**src/rtl/bch15_7_pkg.sv**
```systemverilog
// Shared constants and FSM encoding for the BCH(15,7) encoder/decoder family.
package bch15_7_pkg;

  localparam int N   = 15;
  localparam int K   = 7;
  localparam int PAR = 8;

  // g(x) = x^8 + x^7 + x^6 + x^4 + 1 = m1(x) * m3(x) over GF(16); bit 8 is implicit.
  localparam logic [8:0] GEN_POLY = 9'h1D1;

  typedef enum logic [1:0] {
    IDLE  = 2'd0,
    SHIFT = 2'd1,
    DONE  = 2'd2
  } state_t;

endpackage

```
**src/rtl/bch15_7_lfsr.sv**
```systemverilog
// Serial parity LFSR: divides the serially presented polynomial (times x^8) by g(x).
// Also usable for serial syndrome generation.
module bch15_7_lfsr
  import bch15_7_pkg::*;
#(
  parameter logic [8:0] POLY = bch15_7_pkg::GEN_POLY
) (
  input  logic           clk,
  input  logic           rst_n,
  input  logic           clr,
  input  logic           en,
  input  logic           din,
  output logic [PAR-1:0] parity
);

  logic fb;

  assign fb = din ^ parity[PAR-1];

  // Clear on a new word, otherwise one division step per enabled cycle.
  always_ff @(posedge clk) begin
    if (!rst_n) begin
      parity <= '0;
    end else if (clr) begin
      parity <= '0;
    end else if (en) begin
      parity <= {parity[PAR-2:0], 1'b0} ^ (fb ? POLY[PAR-1:0] : {PAR{1'b0}});
    end
  end

endmodule

```
**src/rtl/bch_serial_encoder.sv**
```systemverilog
// Bit-serial systematic BCH(15,7) encoder with valid/ready handshakes on both sides.
// Codeword layout: {message[6:0], parity[7:0]}.
module bch_serial_encoder
  import bch15_7_pkg::*;
#(
  parameter logic [8:0] GEN_POLY = bch15_7_pkg::GEN_POLY,
  parameter int         CNT_W    = 16
) (
  input  logic             clk,
  input  logic             rst_n,
  input  logic             in_valid,
  output logic             in_ready,
  input  logic [K-1:0]     in_message,
  output logic             out_valid,
  input  logic             out_ready,
  output logic [N-1:0]     out_codeword,
  output logic             busy,
  output logic [CNT_W-1:0] enc_count
);

  state_t         state;
  state_t         state_nxt;
  logic [2:0]     cnt;
  logic [K-1:0]   msg_reg;
  logic [K-1:0]   shreg;
  logic [PAR-1:0] parity;
  logic           accept;
  logic           shift_en;

  function automatic logic [CNT_W-1:0] sat_inc(input logic [CNT_W-1:0] v);
    return (v == {CNT_W{1'b1}}) ? v : v + 1'b1;
  endfunction

  assign accept   = in_valid && (state == IDLE);
  assign shift_en = (state == SHIFT);

  bch15_7_lfsr #(
    .POLY (GEN_POLY)
  ) u_lfsr (
    .clk    (clk),
    .rst_n  (rst_n),
    .clr    (accept),
    .en     (shift_en),
    .din    (shreg[K-1]),
    .parity (parity)
  );

  assign out_codeword = {msg_reg, parity};

  // State register.
  always_ff @(posedge clk) begin
    if (!rst_n) begin
      state <= IDLE;
    end else begin
      state <= state_nxt;
    end
  end

  // Next-state and handshake outputs, decoded from state only on the input side.
  always_comb begin
    state_nxt = state;
    in_ready  = 1'b0;
    out_valid = 1'b0;
    busy      = 1'b1;
    case (state)
      IDLE: begin
        in_ready = 1'b1;
        busy     = 1'b0;
        if (in_valid) begin
          state_nxt = SHIFT;
        end
      end
      SHIFT: begin
        if (cnt == 3'd6) begin
          state_nxt = DONE;
        end
      end
      DONE: begin
        out_valid = 1'b1;
        if (out_ready) begin
          state_nxt = IDLE;
        end
      end
      default: begin
        state_nxt = IDLE;
        busy      = 1'b0;
      end
    endcase
  end

  // Message capture, MSB-first message shifter and bit counter.
  always_ff @(posedge clk) begin
    if (!rst_n) begin
      msg_reg <= '0;
      shreg   <= '0;
      cnt     <= '0;
    end else if (accept) begin
      msg_reg <= in_message;
      shreg   <= in_message;
      cnt     <= '0;
    end else if (shift_en) begin
      shreg   <= {shreg[K-2:0], 1'b0};
      cnt     <= cnt + 3'd1;
    end
  end

  // Count codewords taken downstream, holding at all-ones.
  always_ff @(posedge clk) begin
    if (!rst_n) begin
      enc_count <= '0;
    end else if (out_valid && out_ready) begin
      enc_count <= sat_inc(enc_count);
    end
  end

endmodule

```
**config.mk**
```make
export PLATFORM = sky130hd
export DESIGN_NAME = bch_serial_encoder
export DESIGN_NICKNAME = d
export VERILOG_FILES = /design/src/rtl/bch15_7_pkg.sv /design/src/rtl/bch15_7_lfsr.sv /design/src/rtl/bch_serial_encoder.sv
export SDC_FILE = /design/constraint.sdc
export NUM_CORES = 1
export LEC_CHECK = 0
export BUFFER_PORTS_ARGS = -buffer_cell sky130_fd_sc_hd__buf_2
export CORE_MARGIN = 10
export CORE_UTILIZATION = 53
export CTS_BUF_LIST = sky130_fd_sc_hd__clkbuf_8 sky130_fd_sc_hd__clkbuf_16
export DETAILED_ROUTE_END_ITERATION = 7
export HOLD_SLACK_MARGIN = 0.03
export PLACE_DENSITY = 0.89
export SLEW_MARGIN = 20
export SYNTH_ARGS = -nofsm -noshare
export SYNTH_HDL_FRONTEND = slang
export SYNTH_SLANG_ARGS = --single-unit
```
**constraint.sdc**
```tcl
create_clock -name clk -period 2 [get_ports clk]
set_input_delay 0.1 -clock clk [delete_from_list [all_inputs] [get_ports clk]]
set_output_delay 0.1 -clock clk [all_outputs]
set_load 0.1 [all_outputs]
```
**Word level (Yosys, flattened, before mapping)**

Index checks and enable logic that the tools add are counted.

- Logic and storage cells: 37
- Flip-flop bits (word level): 43
- Bits of input ports: 11
- Output and inout bits: 34

- Reductions and logical operators: 8
- Muxes and demuxes: 10
- $add $sub $neg: 2
- Bitwise logic cells: 4
- Equal/unequal tests: 7

Operators with widths:

| kind | number |
|---|---|
| $add A16 B1 Y16 const B | 1 |
| $eq A16 B16 Y1 const B | 1 |
| $mux W7 | 2 |
| $mux W8 | 1 |
| $xor A8 B8 Y8 | 1 |
| $mux W2 | 3 |
| $pmux W2 S3 | 1 |
| $ne A2 B2 Y1 const B | 2 |
| $reduce_or A2 Y1 | 2 |
| $add A3 B1 Y3 const B | 1 |
| $eq A3 B3 Y1 const B | 1 |
| $mux W1 | 3 |
| $reduce_and A3 Y1 | 1 |
| $eq A2 B1 Y1 const B | 1 |
| $eq A2 B2 Y1 const B | 1 |
| $logic_and A1 B1 Y1 | 2 |
| $logic_not A2 Y1 | 1 |
| $ne A2 B1 Y1 const B | 1 |
| $not A1 Y1 | 2 |
| $reduce_and A2 Y1 | 1 |
| $reduce_bool A2 Y1 | 1 |
| $xor A1 B1 Y1 | 1 |

**Longest topological paths before layout**

- Word-level depth: 4
- Depth in mapped cells: 7
- Mapped depth without buffers: 6

**Cells and area by module**

A second synthesis with hierarchy kept.

- Cells, all modules: 227
- Area, all modules: 2006.9 sq um

Modules (own cells, without submodules):

| module | cells each | seq. area each (sq um) | times used | area an instance (sq um) |
|---|---|---|---|---|
| bch_serial_encoder | 189 | 700.7 | 1 | 1634.1 |
| bch15_7_lfsr | 38 | 160.2 | 1 | 372.9 |

**Least setup slack after synthesis**

OpenSTA, ideal clock, no wires.

- Path type: register -> register
- From: register state[0]
- To: register enc_count[15]
- Setup slack: -450 ps
- Stages on the path, launching flop included: 8
- Library setup time: 117 ps
- Arrival time: 2333 ps
- Path buffers: 1
- Required time: 1883 ps
- Clock period less this slack: 2450 ps
- Path through: dfxtp_1 -> inv_1 -> ha_1 -> and2_1 -> buf_2 -> nand4_1 -> or4b_1 -> o211a_1

- Longest elaborated chain between the ends: 4

Ends and longest elaborated chain:

| what | RTL line | RTL |
|---|---|---|
| from (decl) | bch_serial_encoder.sv:21 | `state_t state;` |
| from (signal assigned) | bch_serial_encoder.sv:55 | `state <= state_nxt;` |
| $eq A2 B2 Y1 | bch_serial_encoder.sv:65 | `case (state)` |
| $mux W1 | bch_serial_encoder.sv:65 |  |
| via out_valid | bch_serial_encoder.sv:14 | `output logic out_valid,` |
| $logic_and A1 B1 Y1 | bch_serial_encoder.sv:111 | `end else if (out_valid && out_ready) begin` |
| $reduce_and A2 Y1 (no source line) | -- |  |
| to (signal assigned) | bch_serial_encoder.sv:112 | `enc_count <= sat_inc(enc_count);` |
| to (decl) | bch_serial_encoder.sv:18 | `output logic [CNT_W-1:0] enc_count` |

The timed path passes the listed nets, and every way through them passes these cells.
A chain may end at the register's enable or synchronous reset.

**Worst setup path in the final report**

- From: register state[0]
- To: register enc_count[8]

- Longest elaborated chain between the ends: 4

Ends and longest elaborated chain:

| what | RTL line |
|---|---|
| $eq A2 B2 Y1 | bch_serial_encoder.sv:65 |
| $mux W1 | bch_serial_encoder.sv:65 |
| $logic_and A1 B1 Y1 | bch_serial_encoder.sv:111 |
| $reduce_and A2 Y1 (no source line) | -- |

Every way passes these cells.

==> flow_summary.yaml <==
run_status:
  outcome: "completed"
floorplanning:
  rows: 22
  initial_utilization: 0.5461
  coreArea_um2: 3633
  io_pins: 45
  die_h_um: 81.19
  dieArea_um2: 6592
  die_x_um: 81.19
sta:
  period_needed_ns: 1.750
  fin_skew_ns: 0.005772
  slew_headroom: 0.6117
  setup_slack_ns: 0.2503
  fmax_ghz: 0.5715
  slew_violations: 0
  tightest_slew_ns: 0.5772
  finalHoldViolCount: 0
  fin_setup_tns_ns: 0
  rsz0062_at_grt: "false"
  finalCritPeriodShare: 0.8749
  setup_viol: 0
route:
  wl_met2_um: 2238
  drt_iter0_drc: 80
  dr.max_layer_used: "met4"
  drc: 0
  vias: 1789
  wl_per_cell_um: 14.86
  drt_first_pass_iters: 4
  wl_um: 4739
  postRouteAntennaNets: 0
  avgViaCountPerCell: 5.608
  wl_met3_um: 459
  drt-met1-wl_um: 1951
cells_and_area:
  layout.nets: 288
  fin_area_um2: 2397
  top_regs: "enc_count x16, u_lfsr.parity x8"
  n_fill_cell: 298
  final_layout_size_suffix_gt1_frac: 0.3173
  diodes: 0
  area_growth_pct: 20.81
  largest_reg_flops: 16
  regMostFlops: "enc_count"
clock_tree:
  cts_buffers: 5
  clk_path_buf_depth: 2
  worstSkewPairLatency_ns: 0.30
  cts_setup_buffers: 0
  clk_pin_slew_ns: 0.08
  clock_sinks: 43
  clockRootBuffer: "clkbuf_8"
  ctsHtreeMaxLevel: 2
  cts_tree: "done"
yosys:
  synth_compound_area_frac: 0.1412
  synth_edf_count: 0
  syn_nets: 241
  synth-simple-area-share: 0.2333
  synth_ff_type: "dfxtp_1"
  synthArstFlopShare: 0
  avgSynthCellArea_um2: 8.899
  yosys-mux-area-fraction: 0.07945
  synth_xor_area_frac: 0.03090
  yosys.area_share.adder: 0.04414
  ys_ff_latch: 43
  syn_area_um2: 1984
  yosysWarnings: 0
  synth_cell_types: 42
  synth_top_family_by_area: "simple AND/OR/NAND/NOR gates"
  yosysSeqAreaShare: 0.4338
  synth_cells: 223
power:
  ir_worst_vdd_v: 0.001311
  powerDensity_nw_per_um2: 1181
  leakage_uw: 0.001016
global_route:
  grt_use_total: 0.1456
  grt_antenna_before_repair: 0
  grt.overflow.total: 0
  grt_pass1_vias: 1804
  grt_pass1_wl_um: 7817
  grt_max_degree: 26
setup_path:
  cp.arrival_ns: 1.98
  crit_chain: "inv_1 > ha_4 > and2_2 > nand2_1 > or4_1 > a21oi_1"
  end_kind: "flip-flop"
  path_max_fanout: 8
  r2r_setup_slack_ns: 0.25
  worstSetupStartpointType: "flip-flop"
  crit_slowest_cell: "or4_1"
  critical_path_class: "flip-flop to flip-flop"
  timing.rr.end: "enc_count[8]"
  rr_worst_depth: 6
  critPathRequiredTime_ns: 2.23
  cpPeakStageDelay_ns: 0.53
  timing.rr.start: "state[0]"
place:
  place_area_um2: 2297
  portBuffers: 44
  dp.final_hpwl_um: 3431
  pre_cts_slack_ns: 0.1880
  place_congestion: 0.8575
worst_hold_path:
  min_to: "msg_reg[5]"
  min_from: "in_message[5]"
  hp-class: "input pin to flip-flop"
  min_path_cells: 3
job:
  cap_violations: 0
-- Yosys cell counts (4+ instances only) --
master    instances  area (µm²)
dfxtp_1          43       860.8
nand2_1          33       123.9
a21oi_1          23       115.1
nor2_1           15       56.30
mux2i_1           9       90.09
nand3_1           9       45.04
ha_1              7       87.58
clkbuf_1          6       22.52
inv_1             6       22.52
mux2_2            6       67.56
or3_1             6       37.54
nand4_1           4       25.02
o31ai_1           4       30.03
xnor2_1           4       35.03
-- metrics by stage --
step                      instances    util  power, µW  hold WS (ns)
after floorplan                 223       -       2073        0.2425
after global placement          311  0.6322       2227        0.3721
after detailed placement        311  0.6322       2256        0.3770
after CTS                       319  0.6594       2856       0.05051
after global routing            319  0.6598       2976       0.07647
final                           319  0.6598       2831       0.06626
-- cell usage in the layout (no fill, tap or decap), drive strengths merged --
master    instances
xor2              3
nand4             5
or4b              1
nand3b            1
mux2i             9
nand2b            3
a21oi            23
nand3             9
mux2              6
nor4              4
o31a              2
and2              2
o311ai            2
clkinv            2
and4              3
o21a              2
buf              50
clkbuf            6
nor2             15
o211a             1
nand2            33
o31ai             4
or4               2
or3               6
xnor2             4
a211oi            2
ha                7
o41ai             2
o211ai            1
clkinvlp          1
and3              2
inv               6
a222oi            1
nor3              3
o21ai             5
dfxtp            43
-- logic make-up after synthesis --
logic type,count (synthesis)
AOI/OAI and AO/OA,45
and+or+nand+nor,89
buffers and inverters,17
DFF,43
adders and majority gates,7
muxes,15
xor gates and xnor gates,7
-- per-layer routing --
metal  vias up  global-route usage
met5         -                   0
met4         0             0.05017
met3        11             0.06954
met2        53              0.2532
met1       829              0.1507
li1        896                   -
-- timing repair --
| action | 4_1_cts | 5_1_grt |
|---|---|---|
| hold endpoints to repair | 0 | 0 |
| setup endpoints to repair | 0 | 1 |
| resized for setup | 0 | 1 |
| hold buffers | 0 | 0 |
-- worst max-delay path by stage --
| stage | from | end | cells past startpoint | slack [ns] |
|---|---|---|---|---|
| final | state[0] | enc_count[8] | 6 | 0.25 |
| after global routing | state[0] | enc_count[8] | 6 | 0.12 |
| after CTS | state[0] | enc_count[8] | 6 | 0.16 |
| after detailed placement | state[0] | enc_count[8] | 6 | 0.19 |
| after global placement | state[0] | enc_count[8] | 6 | 0.23 |
| after floorplan | enc_count[1] | enc_count[3] | 6 | 0.02 |
-- power breakdown --
group          total, µW  internal (µW)  leakage [µW]  switching (µW)
registers           1020            951      0.000357            67.0
logic               1220            320      0.000612             903
clock network        590            282     0.0000474             308
-- layout make-up --
class | count | area [µm²] | area share
repair buffers | 50 | 265.3 | 0.1106
clock buffers | 6 | 82.58 | 0.03445
well taps | 48 | 60.06 | 0.02505
flip-flops and latches | 43 | 880.8 | 0.3674
multi-input cells | 163 | 1066 | 0.4447
inverters | 7 | 26.28 | 0.01096
clock inverters | 2 | 16.27 | 0.006785
-- critical path: cells and delay by family, from the launching register on --
family          cells  cell delay (ns)
simple gates        3             0.91
flops               1             0.34
buf+inv             1             0.13
fa+ha+maj           1             0.16
compound gates      1             0.14
Power figures use the tool's default switching activity.
